File: src/rtl/load_store_unit.sv
// load_store_unit: byte/halfword/word load-store engine for a single-port
// 32-bit data memory with asynchronous read. Sub-word stores are done as a
// read-modify-write (READ -> WRITE). Misaligned, illegal-size and
// out-of-range accesses complete with err=1 and never touch memory.
// Optional feature macro: FAST_WORD_STORE_EN -- legal word stores skip the
// READ phase and write wdata directly.
module load_store_unit #(
    parameter int DEPTH_WORDS = 64
) (
    input  logic        clk,
    input  logic        rst_n,
    input  logic        req,
    input  logic        we,
    input  logic [1:0]  size,
    input  logic        sign_ext,
    input  logic [31:0] addr,
    input  logic [31:0] wdata,
    output logic        ready,
    output logic        done,
    output logic        err,
    output logic [31:0] rdata,
    output logic [31:0] mem_a,
    output logic [31:0] mem_wd,
    output logic        mem_we,
    input  logic [31:0] mem_rd
);

    typedef enum logic [1:0] {
        IDLE  = 2'd0,
        READ  = 2'd1,
        WRITE = 2'd2,
        RESP  = 2'd3
    } state_t;

    // One past the last legal byte address; 33 bits so the bound cannot wrap.
    localparam logic [32:0] ADDR_LIMIT = 33'(4 * DEPTH_WORDS);

    state_t      state_reg;
    logic        we_reg;
    logic [1:0]  size_reg;
    logic        sign_ext_reg;
    logic [31:0] addr_reg;
    logic [31:0] wdata_reg;
    logic [31:0] word_reg;
    logic        ready_reg;
    logic        done_reg;
    logic        err_reg;
    logic [31:0] rdata_reg;

    logic        req_err;
    logic        fast_store;
    logic [31:0] wdata_lanes;
    logic [3:0]  byte_en;
    logic [31:0] merged_word;
    logic [31:0] lane_word;
    logic [31:0] load_value;

    // Classify the incoming request (uses live inputs, only meaningful in IDLE).
    always_comb begin
        req_err = 1'b0;
        case (size)
            2'b00:   req_err = 1'b0;
            2'b01:   req_err = addr[0];
            2'b10:   req_err = (addr[1:0] != 2'b00);
            default: req_err = 1'b1;
        endcase
        if ({1'b0, addr} >= ADDR_LIMIT) begin
            req_err = 1'b1;
        end
    end

    // Legal word stores may bypass the read phase when the fast path is built in.
`ifdef FAST_WORD_STORE_EN
    assign fast_store = we && (size == 2'b10);
`else
    assign fast_store = 1'b0;
`endif

    // Replicate store data across lanes and pick which byte lanes it replaces.
    always_comb begin
        wdata_lanes = wdata_reg;
        byte_en     = 4'b1111;
        case (size_reg)
            2'b00: begin
                wdata_lanes = {4{wdata_reg[7:0]}};
                byte_en     = 4'b0001 << addr_reg[1:0];
            end
            2'b01: begin
                wdata_lanes = {2{wdata_reg[15:0]}};
                byte_en     = addr_reg[1] ? 4'b1100 : 4'b0011;
            end
            default: begin
                wdata_lanes = wdata_reg;
                byte_en     = 4'b1111;
            end
        endcase
    end

    // Per-lane merge of new store data into the captured memory word.
    generate
        for (genvar gi = 0; gi < 4; gi++) begin : g_lane
            assign merged_word[8*gi +: 8] = byte_en[gi] ? wdata_lanes[8*gi +: 8]
                                                        : word_reg[8*gi +: 8];
        end
    endgenerate

    // Right-align the addressed lane of the memory word and extend it.
    always_comb begin
        lane_word  = mem_rd >> {addr_reg[1:0], 3'b000};
        load_value = mem_rd;
        case (size_reg)
            2'b00:   load_value = {{24{sign_ext_reg & lane_word[7]}}, lane_word[7:0]};
            2'b01:   load_value = {{16{sign_ext_reg & lane_word[15]}}, lane_word[15:0]};
            default: load_value = mem_rd;
        endcase
    end

    // Main FSM with registered handshake/status outputs.
    always_ff @(posedge clk or negedge rst_n) begin
        if (!rst_n) begin
            state_reg    <= IDLE;
            we_reg       <= 1'b0;
            size_reg     <= 2'b00;
            sign_ext_reg <= 1'b0;
            addr_reg     <= 32'd0;
            wdata_reg    <= 32'd0;
            word_reg     <= 32'd0;
            ready_reg    <= 1'b1;
            done_reg     <= 1'b0;
            err_reg      <= 1'b0;
            rdata_reg    <= 32'd0;
        end else begin
            case (state_reg)
                IDLE: begin
                    if (req) begin
                        we_reg       <= we;
                        size_reg     <= size;
                        sign_ext_reg <= sign_ext;
                        addr_reg     <= addr;
                        wdata_reg    <= wdata;
                        ready_reg    <= 1'b0;
                        if (req_err) begin
                            state_reg <= RESP;
                            done_reg  <= 1'b1;
                            err_reg   <= 1'b1;
                        end else if (fast_store) begin
                            // Word store overwrites every lane: no need to read first.
                            word_reg  <= wdata;
                            state_reg <= WRITE;
                        end else begin
                            state_reg <= READ;
                        end
                    end
                end
                READ: begin
                    word_reg <= mem_rd;
                    if (we_reg) begin
                        state_reg <= WRITE;
                    end else begin
                        state_reg <= RESP;
                        done_reg  <= 1'b1;
                        err_reg   <= 1'b0;
                        rdata_reg <= load_value;
                    end
                end
                WRITE: begin
                    state_reg <= RESP;
                    done_reg  <= 1'b1;
                    err_reg   <= 1'b0;
                end
                default: begin
                    // RESP: completion pulse lasts exactly one cycle.
                    state_reg <= IDLE;
                    done_reg  <= 1'b0;
                    err_reg   <= 1'b0;
                    ready_reg <= 1'b1;
                end
            endcase
        end
    end

    // Memory port: pure decode of state so reset drops it immediately.
    always_comb begin
        mem_we = (state_reg == WRITE);
        mem_a  = 32'd0;
        mem_wd = 32'd0;
        if ((state_reg == READ) || (state_reg == WRITE)) begin
            mem_a = {2'b00, addr_reg[31:2]};
        end
        if (state_reg == WRITE) begin
            mem_wd = merged_word;
        end
    end

    assign ready = ready_reg;
    assign done  = done_reg;
    assign err   = err_reg;
    assign rdata = rdata_reg;

endmodule

File: config.mk
export PLATFORM = sky130hd
export DESIGN_NAME = load_store_unit
export DESIGN_NICKNAME = d
export VERILOG_FILES = /design/src/rtl/load_store_unit.sv
export SDC_FILE = /design/constraint.sdc
export NUM_CORES = 1
export LEC_CHECK = 0
export CORE_AREA = 4 4 125 127
export CTS_CLUSTER_DIAMETER = 120
export DETAILED_ROUTE_END_ITERATION = 10
export DIE_AREA = 0 0 129 131
export PLACE_DENSITY = 0.8
export SKIP_CTS_REPAIR_TIMING = 1
export SLEW_MARGIN = 30
export SYNTH_ARGS = -nofsm -noshare
export SYNTH_HDL_FRONTEND = slang
export SYNTH_SLANG_ARGS = --single-unit
File: constraint.sdc
create_clock -name clk -period 2.8 [get_ports clk]
set_clock_uncertainty 0.15 [all_clocks]
set_input_delay 0.56 -clock clk [delete_from_list [all_inputs] [get_ports clk]]
set_output_delay 0.56 -clock clk [all_outputs]
set_load 0.1 [all_outputs]
==> results of run 1 <==
placed cells by master, fill, tap and decap left out, drive strengths merged, types with 2 or more instances in the layout:
| cell type | n |
|---|---|
| a21o | 3 |
| a21oi | 21 |
| a22oi | 7 |
| a2bb2oi | 7 |
| a31oi | 2 |
| and2 | 30 |
| buf | 122 |
| bufinv | 2 |
| clkbuf | 23 |
| clkdlybuf4s50 | 101 |
| clkinv | 5 |
| clkinvlp | 2 |
| conb | 2 |
| dfrtp | 136 |
| ha | 5 |
| inv | 7 |
| mux2 | 100 |
| mux2i | 43 |
| nand2 | 48 |
| nand2b | 5 |
| nand3 | 40 |
| nor2 | 14 |
| nor2b | 11 |
| nor4 | 6 |
| o211a | 16 |
| o211ai | 2 |
| o21ai | 17 |
| o221ai | 8 |
| o22ai | 7 |
| o2bb2ai | 7 |
| o31ai | 2 |
layout make-up:
class / count / area share, %
multi-input combinational: 413 / 32.9
sequential: 137 / 32.9
timing repair buffer: 223 / 26.3
clock buffer: 23 / 4.58
tap: 184 / 2.20
clock inverter: 8 / 0.911
inverter: 8 / 0.288
worst max-delay path, delay by kind of cell, from the launching register on:
kind	cells	cell delay, ns
AO/OA/AOI/OAI	3	0.71
buffers and inverters	1	0.18
flip-flops	1	0.43
AND/OR/NAND/NOR	1	0.33
cell usage after synthesis (all sizes together), types with 2 or more instances:
cell	n	area share, %
a21o	3	0.33
a21oi	21	1.6
a22oi	7	0.76
a2bb2oi	7	0.89
a31oi	2	0.18
and2	30	2.7
buf	19	1.4
clkbuf	28	1.5
dfrtp	136	49
ha	5	0.91
inv	7	0.38
mux2	100	16
mux2i	43	6.2
nand2	48	2.6
nand2b	5	0.45
nand3	40	3.6
nor2	14	0.76
nor2b	11	1.0
nor4	6	0.54
o211a	16	2.3
o211ai	2	0.22
o21ai	17	1.2
o221ai	8	1.0
o22ai	7	0.64
o2bb2ai	7	0.89
o31ai	2	0.22
kinds of logic (layout without fill, tap and decap cells):
kind of cell | after synthesis | count (layout) | synth area share [%]
simple gates | 159 | 159 | 12.2
mux | 144 | 144 | 22.9
flops | 137 | 137 | 49.8
compound gates | 103 | 103 | 10.8
buf+inv | 55 | 262 | 3.38
fa+ha+maj | 5 | 5 | 0.908
other cells | 1 | 2 | 0.0544
metrics by stage:
step	setup TNS [ns]	cells	utilization (%)	setup slack, ns	area [µm²]
final	0	996	72.4	0.0162	10400
after global routing	-0.0861	996	72.4	-0.0306	10400
after CTS	-10.17	991	71.9	-0.317	10400
after detailed placement	0	960	67.9	0.0365	9800
after global placement	0	960	67.9	0.151	9800
after floorplan	-0.118	605	-	-0.0197	7060
layer usage:
layer  share of wire [%]  vias to the layer above  GRT usage (%)
met1                  37                     2771           28.9
met2                  50                      273           43.9
met5                   0                        -              0
met3                 9.3                       56           8.70
li1                    -                     2571              -
met4                 3.6                        0           11.5
final timing paths:
path                               from       endpoint  slack [ns]
setup / recovery            addr_reg[0]     mem_wd[30]        0.02
hold / removal                    rst_n  wdata_reg[16]      0.0007
setup reg to reg           state_reg[1]      rdata[20]        0.52
hold reg to reg            addr_reg[22]   addr_reg[22]        0.35
max in group asynchronous         rst_n  wdata_reg[21]        1.67
min in group clk           addr_reg[22]   addr_reg[22]        0.35
==> results_dict.tcl, run 1 <==
set metrics [dict create \
    outcome "finished clean" \
    grt_pass1_wl_um 32700 \
    h-tree-depth 4 \
    ys_seq_area_share_pct 49.8 \
    async_flop_share_pct 100 \
    max_stage_delay_ns 0.43 \
    grt_overflow 0 \
    synth_cell_types 44 \
    nets 908 \
    dieArea_um2 16900 \
    synthCells 604 \
    start_kind "register" \
    rr_worst_depth 6 \
    cp-end-kind "primary output" \
    num_vias 5671 \
    wire_per_inst_um 21.4 \
    clk_pin_slew_worst_paths_ns 0.06 \
    hold_path_class "in -> async" \
    place_hpwl_um 16100 \
    gp_congestion 0.854 \
    synth_area_um2 6890 \
    synth_top_flop_cell "dfrtp_1" \
    core_area_um2 14400 \
    arrival_ns 2.07 \
    grt_max_degree 71 \
    drive_gt1_share_pct 37.2 \
    postSynthAreaPerCell_um2 11.4 \
    via_per_inst 5.69 \
    path_max_fanout 8 \
    setup_viol 0 \
    antennaDiodeCount 0 \
    fillers 1013 \
    grt_usage_pct 25.6 \
    synth_edf_count 0 \
    path_cells "or2_2 > a21o_1 > o221ai_1 > a21oi_4 > buf_12" \
    tightest_slew_ns 0.760 \
    start_util_pct 47.8 \
    cap_violations 0 \
    areaGrowthSynthToFinish_pct 51.5 \
    timing.final.crit_share_pct 99.4 \
    drt-total-wl_um 21300 \
    slew_violations 0 \
    row_count 44 \
    root_buffer "clkbuf_16" \
    dr.pass1.iters 4 \
    ant_nets 0 \
    antenna_found_initial 0 \
    hold_slack_ns 0.000713 \
    register_area_um2 3430 \
    rsz0062_at_grt "yes" \
    worst_path_max_delay_cell "dfrtp_2" \
    max_freq_mhz 359 \
    finalHoldViolCount 0 \
    ys_ff_latch 137 \
    die_x_um 129 \
    slew_headroom_pct 49.1 \
    required_ns 2.09 \
    drc 0 \
    yosysWarnings 0 \
    clk-insertion-delay-late_ns 0.41 \
    ios 203 \
    dr.first_iter.drc_count 442 \
    portBuffers 200 \
    cts_tree "yes" \
    crit_type "reg -> out" \
    clock_path_buffers 2 \
    clock-sinks 137 \
    multiInputGateArea_um2 3430 \
    grt_pass1_vias 5973 \
    numCtsBuffers 17 \
    die_h_um 131 \
    fin_crit_ns 2.78 \
]
Power of run 1 is left out: the tool's default activity adds up to more than one toggle a clock period on the data nets, which glitch-free logic cannot reach.
==> inputs of run 2 (changes only) <==
- PLACE_DENSITY: 0.8 -> 0.81
- SLEW_MARGIN: 30 -> unset
==> results_dict.tcl, run 2 (synthesis results as in run 1) <==
set metrics [dict create \
    max_freq_mhz 365 \
    portBuffers 200 \
    fin_crit_ns 2.74 \
    die_x_um 129 \
    die_h_um 131 \
    timing.final.crit_share_pct 98.0 \
    outcome "complete, but fails checks" \
    cap_violations 0 \
    grt_overflow 0 \
    mostFrequentLayoutCells "dfrtp_1, clkdlybuf4s50_1, mux2_2" \
    dieArea_um2 16900 \
    setup_viol 0 \
    hold_path_class "in -> async" \
    dr.pass1.iters 5 \
    crit_type "reg -> out" \
    root_buffer "clkbuf_16" \
    grt_pass1_wl_um 31600 \
    place_hpwl_um 15700 \
    fin_setup_tns_ns 0 \
    drt-total-wl_um 20600 \
    clock-sinks 137 \
    grt_pass1_vias 5776 \
    start_kind "register" \
    gp_congestion 0.898 \
    layout_commonest_cell "dfrtp_1" \
    path_max_fanout 8 \
    cts_tree "yes" \
    clk_pin_slew_worst_paths_ns 0.06 \
    slew_headroom_pct 50.5 \
    grt_usage_pct 24.6 \
    clk-insertion-delay-late_ns 0.41 \
    rsz0062_at_grt "yes" \
    antennaDiodeCount 0 \
    areaGrowthSynthToFinish_pct 51.4 \
    core_area_um2 14400 \
    grt_max_degree 67 \
    arrival_ns 2.03 \
    fin_util_pct 72.3 \
    via_per_inst 5.73 \
    wire_per_inst_um 20.8 \
    tightest_slew_ns 0.740 \
    slew_violations 0 \
    dr.first_iter.drc_count 449 \
    drc 0 \
    ant_nets 0 \
    h-tree-depth 4 \
    placed_area_um2 9800 \
    num_vias 5668 \
    finalHoldViolCount 17 \
    antenna_found_initial 0 \
    ios 203 \
    start_util_pct 47.8 \
    final_cell_area_um2 10400 \
    violations "negative hold slack" \
    nets 904 \
    cp-end-kind "primary output" \
    required_ns 2.09 \
    clock_path_buffers 2 \
    numCtsBuffers 17 \
    hold_slack_ns -0.00695 \
    drive_gt1_share_pct 37.0 \
    row_count 44 \
]
-- run 2: through the flow --
| stage | cells | setup WS [ns] |
|---|---|---|
| 2_1_floorplan | 605 | -0.0197 |
| 3_3_place_gp | 959 | 0.161 |
| 3_5_place_dp | 959 | 0.0611 |
| 4_1_cts | 988 | -0.302 |
| 5_1_grt | 990 | -0.0297 |
| 6_report | 990 | 0.0566 |
-- run 2: per-layer routing --
metal / routed length (µm) / track usage [%] / vias up / share of wire (%)
met5: 0 / 0 / - / 0
met4: 721 / 11.3 / 0 / 3.5
met3: 2060 / 7.97 / 60 / 10
met2: 10100 / 41.4 / 299 / 49
met1: 7690 / 28.6 / 2751 / 37
li1: - / - / 2558 / -
-- run 2: final timing paths --
check	start	to	slack, ns	cells after the start
max	addr_reg[0]	mem_wd[25]	0.06	5
min	rst_n	wdata_reg[8]	-0.007	1
max reg2reg	addr_reg[0]	rdata[19]	0.55	6
min reg2reg	rdata[2]	rdata[2]	0.33	2
max in group asynchronous	rst_n	ready	1.77	2
min in group clk	rdata[2]	rdata[2]	0.33	2
-- run 2: final cells by class --
class                           count  area, µm²
Inverter                            8       33.8
Timing Repair Buffer              219       2730
Multi-Input combinational cell    413       3450
Clock inverter                      2       35.0
Clock buffer                       27        523
Fill cell                         945       3990
Sequential cell                   137       3430
Tap cell                          184        230
-- run 2: worst max-delay path, stage by stage, from the launching register on --
cell and delay, ns:
dfrtp_2 0.42, or2_2 0.34, a21o_1 0.30, o221ai_1 0.31
a21oi_4 0.07, buf_12 0.17
Power of run 2 is left out for the same reason.
